--- config.mk ---
export PLATFORM = sky130hd
export DESIGN_NAME = rom_scan_counter
export DESIGN_NICKNAME = d
export VERILOG_FILES = /design/src/rtl/rom_scan_counter.sv
export SDC_FILE = /design/constraint.sdc
export NUM_CORES = 1
export LEC_CHECK = 0
export BUFFER_PORTS_ARGS = -buffer_cell sky130_fd_sc_hd__clkbuf_2
export CAP_MARGIN = 10
export CORE_AREA = 2 2 94 96
export CTS_CLUSTER_SIZE = 28
export DETAILED_ROUTE_END_ITERATION = 6
export DIE_AREA = 0 0 96 98
export GPL_TIMING_DRIVEN = 0
export HOLD_SLACK_MARGIN = 0.08
export PLACE_DENSITY = 0.57
export SYNTH_ARGS = -nofsm -noshare
export SYNTH_HDL_FRONTEND = slang
export SYNTH_SLANG_ARGS = --single-unit
--- constraint.sdc ---
create_clock -name clk -period 2.1 [get_ports clk]
set_clock_uncertainty 0.1 [all_clocks]
set_input_delay 0.105 -clock clk [delete_from_list [all_inputs] [get_ports clk]]
set_output_delay 0.105 -clock clk [all_outputs]
set_load 0.03 [all_outputs]
--- src/rtl/rom_scan_counter.sv ---
`default_nettype none
// ============================================================================
// Module   : rom_scan_counter
// Purpose  : Sweeps a combinational lookup ROM from address 0 to LAST_ADDR,
//            one address per clock, and accumulates the saturating sum of
//            the returned words and the saturating count of nonzero words.
//            The results are presented with a done flag.
// Ports    : clk      - system clock, rising edge
//            rst_n    - asynchronous active-low reset
//            start    - sweep request, honoured in IDLE or DONE
//            address  - ROM address (registered, glitch-free)
//            data     - ROM data for the current address
//            busy     - sweep in progress
//            done     - results valid
//            sum      - saturating sum of swept words
//            hits     - saturating count of nonzero swept words
// Options  : ROM_PIPE_EN - registers the ROM data before accumulation and
//            adds a one-cycle FLUSH state for the final word.
// Revision : 1.0 - initial release
// ============================================================================
module rom_scan_counter #(
  parameter int                ADDR_W    = 8,
  parameter int                DATA_W    = 8,
  parameter int                COUNT_W   = 16,
  parameter logic [ADDR_W-1:0] LAST_ADDR = 8'hFF
) (
  input  logic               clk,
  input  logic               rst_n,
  input  logic               start,
  output logic [ADDR_W-1:0]  address,
  input  logic [DATA_W-1:0]  data,
  output logic               busy,
  output logic               done,
  output logic [COUNT_W-1:0] sum,
  output logic [COUNT_W-1:0] hits
);

  // One guard bit above the wider of the two addends so the saturation test
  // sees the true sum even when DATA_W exceeds COUNT_W.
  localparam int                 ACC_W     = ((COUNT_W > DATA_W) ? COUNT_W : DATA_W) + 1;
  localparam logic [COUNT_W-1:0] COUNT_MAX = '1;

  localparam logic [1:0] S_IDLE  = 2'd0;
  localparam logic [1:0] S_SCAN  = 2'd1;
  localparam logic [1:0] S_DONE  = 2'd2;
`ifdef ROM_PIPE_EN
  localparam logic [1:0] S_FLUSH = 2'd3;
`endif

  logic [1:0]         state;
  logic [1:0]         state_next;
  logic               launch;
  logic               last_word;
  logic               accumulate;
  logic [DATA_W-1:0]  add_src;
  logic [ACC_W-1:0]   sum_wide;
  logic [COUNT_W-1:0] sum_sat;
  logic [COUNT_W-1:0] hits_sat;

  assign launch    = start && ((state == S_IDLE) || (state == S_DONE));
  assign last_word = (address == LAST_ADDR);

`ifdef ROM_PIPE_EN
  logic [DATA_W-1:0] data_q;

  // data_q is cleared on launch so the first SCAN cycle adds a harmless zero
  // while the word for address 0 is being captured.
  always_ff @(posedge clk or negedge rst_n) begin
    if (!rst_n) begin
      data_q <= '0;
    end else if (launch) begin
      data_q <= '0;
    end else if (state == S_SCAN) begin
      data_q <= data;
    end
  end

  assign add_src    = data_q;
  assign accumulate = (state == S_SCAN) || (state == S_FLUSH);
`else
  assign add_src    = data;
  assign accumulate = (state == S_SCAN);
`endif

  // Saturating accumulators: clamp at all-ones instead of wrapping.
  assign sum_wide = ACC_W'(sum) + ACC_W'(add_src);
  assign sum_sat  = (sum_wide > ACC_W'(COUNT_MAX)) ? COUNT_MAX : sum_wide[COUNT_W-1:0];
  assign hits_sat = ((add_src != '0) && (hits != COUNT_MAX)) ? hits + COUNT_W'(1) : hits;

  // State register
  always_ff @(posedge clk or negedge rst_n) begin
    if (!rst_n) begin
      state <= S_IDLE;
    end else begin
      state <= state_next;
    end
  end

  // Next-state logic
  always_comb begin
    state_next = state;
    case (state)
      S_IDLE: begin
        if (start) state_next = S_SCAN;
      end
      S_SCAN: begin
        if (last_word) begin
`ifdef ROM_PIPE_EN
          state_next = S_FLUSH;
`else
          state_next = S_DONE;
`endif
        end
      end
`ifdef ROM_PIPE_EN
      S_FLUSH: state_next = S_DONE;
`endif
      S_DONE: begin
        if (start) state_next = S_SCAN;
      end
      default: state_next = S_IDLE;
    endcase
  end

  // Outputs decoded from state
  always_comb begin
    busy = 1'b0;
    done = 1'b0;
    case (state)
      S_SCAN:  busy = 1'b1;
`ifdef ROM_PIPE_EN
      S_FLUSH: busy = 1'b1;
`endif
      S_DONE:  done = 1'b1;
      default: ;
    endcase
  end

  // Address sequencer and accumulators; address holds at LAST_ADDR at the
  // end of a sweep so the ROM output stays stable for the report stage.
  always_ff @(posedge clk or negedge rst_n) begin
    if (!rst_n) begin
      address <= '0;
      sum     <= '0;
      hits    <= '0;
    end else if (launch) begin
      address <= '0;
      sum     <= '0;
      hits    <= '0;
    end else begin
      if ((state == S_SCAN) && !last_word) begin
        address <= address + ADDR_W'(1);
      end
      if (accumulate) begin
        sum  <= sum_sat;
        hits <= hits_sat;
      end
    end
  end

endmodule
`default_nettype wire

Word-level counts from Yosys, hierarchy flattened:

Cells that the tools add are included.

* bits in registers: 42
* output and inout port bits: 42
* logic and storage cells: 40

* add/subtract/negate cells: 3
* order comparisons: 1
* eq/ne operators: 6
* multiplexer cells: 13
* reductions and logical operators: 13

Operator list (count)
* 16-bit two-way mux: 6
* 16-bit by 8-bit adder with 17-bit output: 1
* 17-bit by 16-bit greater-than comparator with 1-bit output (second input constant): 1
* 16-bit by 1-bit adder with 16-bit output (second input constant): 1
* 8-bit two-way mux: 2
* 16-bit inequality test (second input constant): 1
* 8-bit by 1-bit adder with 8-bit output (second input constant): 1
* 8-bit == test (second input constant): 1
* 8-bit nonzero test: 1
* 2-bit nonzero test: 3
* 2-bit two-way mux: 2
* 2-bit case mux with 2 select lines: 1
* 2-bit AND reduction: 2
* 1-bit logical AND: 3
* 2-bit by 1-bit == test with 1-bit output (second input constant): 1
* 2-bit == test (second input constant): 1
* 2-bit logical NOT: 1
* 1-bit two-way mux: 2
* 2-bit by 1-bit inequality test with 1-bit output (second input constant): 1
* 2-bit inequality test (second input constant): 1
* 2-bit OR reduction: 1
* 1-bit logical NOT: 1
* 1-bit logical OR: 1

Depth between registers and ports, before layout:

* depth in word-level cells: 5
* mapped depth: 8
* mapped depth without buffers: 8

Least setup slack after synthesis:

Ideal clock, no wire load.

* path kind: register -> register
* start: reg sum[0]
* end: reg sum[10]
* arrival: 2273 ps
* data required time: 1901 ps
* path slack: -372 ps
* cell stages (with the launch flop): 9
* path through: dfrtp_1 > ha_1 > inv_1 > fa_1 > and2b_1 > o211ai_1 > a211oi_1 > a31oi_1 > a311oi_1

* word-level cells in the longest chain between the ends: 5

Ends and longest elaborated chain
* from (decl): line 34 `output logic [COUNT_W-1:0] sum,`
* from (signal assigned): line 155 `sum <= sum_sat;`
* 16-bit by 8-bit adder with 17-bit output *: line 86 `assign sum_wide = ACC_W'(sum) + ACC_W'(add_src);`
* 17-bit by 16-bit greater-than comparator with 1-bit output: line 87 `assign sum_sat = (sum_wide > ACC_W'(COUNT_MAX)) ? COUNT_MAX : sum_wide[COUNT_W-1:0];`
* 16-bit two-way mux *: line 87
* 16-bit two-way mux *: line 154 `if (accumulate) begin`
* 16-bit two-way mux *: line 146 `end else if (launch) begin`

Every way passes the cells marked *; elsewhere a longest branch is shown, timed or not. The select of a mux whose other input is x is not followed.
A chain may end at the register's enable or synchronous reset.

Worst setup path in the final report:

* start: reg sum[0]
* end: reg sum[13]

Same word-level chain as after synthesis.

==> impl_metrics.env <==
export IMPL_dp_hpwl_mm=4.675
export IMPL_synth_compound_area_share=0.1786
export IMPL_rrSetupSlack_ps=-270
export IMPL_ys_ff_latch=42
export IMPL_drt_met1_wl_mm=3.076
export IMPL_status="complete, but fails checks"
export IMPL_dp_slack_ps=-408.7
export IMPL_cp_max_fo=5
export IMPL_cts_tree="done"
export IMPL_p_total_mw=4.445
export IMPL_synth_net_count=278
export IMPL_postSynthAreaPerCell_um2=9.658
export IMPL_min_path_type="input pin to register"
export IMPL_ctsLongestPathBuffers=2
export IMPL_finalCoreUtilization=0.3732
export IMPL_violations="setup timing"
export IMPL_relSlewSlack=0.3058
export IMPL_antenna_left=0
export IMPL_layout_cells_non_filler=436
export IMPL_wl_met3_um=235
export IMPL_viasPerCell=5.030
export IMPL_die_w_um=96
export IMPL_grt_start_max_net_pins=43
export IMPL_diodes=0
export IMPL_min_from="data[0]"
export IMPL_layout_drive_gt1_share=0.3049
export IMPL_synth_edff_count=0
export IMPL_core_mm2=0.008466
export IMPL_setup_ws_ps=-270.3
export IMPL_fin_crit_sh=1.129
export IMPL_clock_root_buffer="clkbuf_8"
export IMPL_cellLeakagePower_nw=1.409
export IMPL_worstRegToRegCells=9
export IMPL_hold_end="sum[0]$_DFFE_PN0P_"
export IMPL_postRouteWirelength_mm=6.293
export IMPL_cap_violations=0
export IMPL_period_needed_ps=2370
export IMPL_via_count=2193
export IMPL_synth_top_area_frac=0.4251
export IMPL_critPathCaptureType="register"
export IMPL_synthAdderAreaFrac=0.05870
export IMPL_rsz0062_at_grt="true"
export IMPL_synth_most_common_cell="dfrtp_1"
export IMPL_drtIter0Drc=54
export IMPL_drc=0
export IMPL_dr_pass1_iters=4
export IMPL_synthesis_area_mm2=0.002472
export IMPL_r2r_start="sum[0]$_DFFE_PN0P_"
export IMPL_clock_sinks=42
export IMPL_start_kind="register"
export IMPL_fp_dieH_um=98
export IMPL_ys_top_cells_by_area="dfrtp_1 43%, xnor2_1 5.7%, ha_1 5.1%, nand2_1 3.6%, nor2_1 3.5%"
export IMPL_synth_xor_area_frac=0.06377
export IMPL_numPortBuffers=52
export IMPL_final_hold_viol_count=0
export IMPL_wl_per_cell_um=14.43
export IMPL_async_reset_ff_frac=1.000
export IMPL_holdPathStages=4
export IMPL_place_congestion=0.8180
export IMPL_synth_seq_area_share=0.4251
export IMPL_wl_met2_mm=2.914
export IMPL_area_growth_pct=27.78
export IMPL_grt_pass1_vias=2111
export IMPL_crit_type="register to register"
export IMPL_power_density_mw_per_mm2=1407
export IMPL_synth_top_family_by_area="simple AND/OR/NAND/NOR gates"
export IMPL_start_util=0.2920
export IMPL_tightest_slew_ps=1041
export IMPL_highest_layer="met4"
export IMPL_reg2reg_to="sum[13]$_DFFE_PN0P_"
export IMPL_grt_first_pass_wirelength_mm=10.46
export IMPL_syn_inst=256
export IMPL_fmax_ghz=0.4219
export IMPL_synthMuxAreaShare=0.02834
export IMPL_clkLatencyLatePin_ps=300
export IMPL_cts_buffers_inserted=5
export IMPL_ys_warnings_count=0
export IMPL_yosysTopAreaCell="dfrtp_1"
export IMPL_ys_types=54
export IMPL_antenna_found_initial=0
export IMPL_ir_worst_vdd_mv=0.5167
export IMPL_arrival_ps=2490
export IMPL_die_area_mm2=0.009408
export IMPL_gr_total_overflow=0
export IMPL_synthSimpleGateAreaFrac=0.2206
export IMPL_drv_slew=0
export IMPL_rows=34
export IMPL_synth_commonest_cells="42 x dfrtp_1, 24 x nand2_1, 23 x nor2_1, 16 x xnor2_1, 14 x a21oi_1"
export IMPL_placedCellCount=416
export IMPL_h_tree_depth=2
export IMPL_setup_violations=16
export IMPL_fin_nets=349
export IMPL_grtUsageTotal=0.1395
export IMPL_ys_flop_type="dfrtp_1"
export IMPL_worstPathRequired_ps=2220
export IMPL_clk_pin_slew_ps=90
export IMPL_io_pins=53
export IMPL_finalSetupTns_ps=-3159
[logic make-up (layout without fill, tap and decap cells)]
family                     after synthesis  count (layout)
and+or+nand+nor                        101             101
AOI/OAI and AO/OA                       61              61
DFF                                     42              42
xor gates and xnor gates                18              18
buffers and inverters                   16              88
adders and majority gates               11              11
muxes                                    7               7
[sequential cells by signal, indices dropped and copies added, names as in the netlist]
register  cells
sum          16
address       8
state         2
hits         16
[critical path, stage by stage (launching register included)]
cell and delay [ps]:
dfrtp_2 390, ha_4 130, inv_2 30, fa_2 350
and2b_1 220, o211ai_1 240, a211oi_4 420, buf_4 180
nor3_2 30, a211oi_2 200
[how the worst max path moves through the flow]
stage	start	end	slack, ps
2_1_floorplan	sum[0]$_DFFE_PN0P_	sum[15]$_DFFE_PN0P_	-200
3_3_place_gp	sum[0]$_DFFE_PN0P_	sum[9]$_DFFE_PN0P_	-400
3_5_place_dp	sum[0]$_DFFE_PN0P_	sum[9]$_DFFE_PN0P_	-410
4_1_cts	sum[0]$_DFFE_PN0P_	sum[9]$_DFFE_PN0P_	-230
5_1_grt	sum[0]$_DFFE_PN0P_	sum[13]$_DFFE_PN0P_	-420
6_report	sum[0]$_DFFE_PN0P_	sum[13]$_DFFE_PN0P_	-270
[layout make-up]
type                       count  area (µm²)
clock buffer                   5       68.82
clock inverter                 3       25.02
multi-input combinational    198        1456
inverter                       9       33.78
sequential                    42        1054
fill                         876        5306
timing repair buffer          64       355.3
tap                          108       135.1
buffer                         7       31.28
[power by group]
part / leakage, nW / switching (mW) / internal (mW) / total (mW)
Combinational: 0.839 / 1.52 / 0.925 / 2.44
Sequential: 0.525 / 0.338 / 1.10 / 1.44
Clock: 0.0447 / 0.319 / 0.240 / 0.559
[stage by stage]
stage                     cell area, µm²  hold WS [ps]
after detailed placement            2895         250.1
after global placement              2895         263.7
after CTS                           3122         118.0
final                               3159         127.0
after global routing                3159         145.3
after floorplan                     2500        -290.6
[cells in the final DEF, fill, tap and decap left out, drive strengths merged, types with 2 or more instances in the layout]
master / instances
nand4: 3
a21o: 2
a211oi: 9
nand2b: 4
and3: 5
dfrtp: 42
and2: 2
nand2: 24
or4: 3
o21ai: 9
and4: 3
inv: 10
a21oi: 14
nor4: 4
nor2: 24
clkbuf: 62
buf: 12
ha: 10
o211ai: 2
or3: 2
a311oi: 2
nor2b: 3
nor4b: 2
nor3: 10
nand3: 10
xor2: 2
mux2i: 7
o2111ai: 3
xnor2: 16
dlygate4sd3: 2
a31oi: 8
o2111a: 2
[what timing repair did]
action | CTS | global route
setup endpoints to repair | 18 | 17
hold buffers | 2 | 0
resized for setup | 12 | 6
endpoints found under the hold margin | 43 | 0
pin swaps | 9 | 5
buffers inserted | 9 | 1
[metal layers]
metal | track usage | vias to the layer above
met3 | 0.03009 | 6
li1 | - | 1085
met4 | 0.02967 | 0
met1 | 0.2023 | 1067
met5 | 0 | -
met2 | 0.2131 | 35
(Power assumes the default switching activity.)
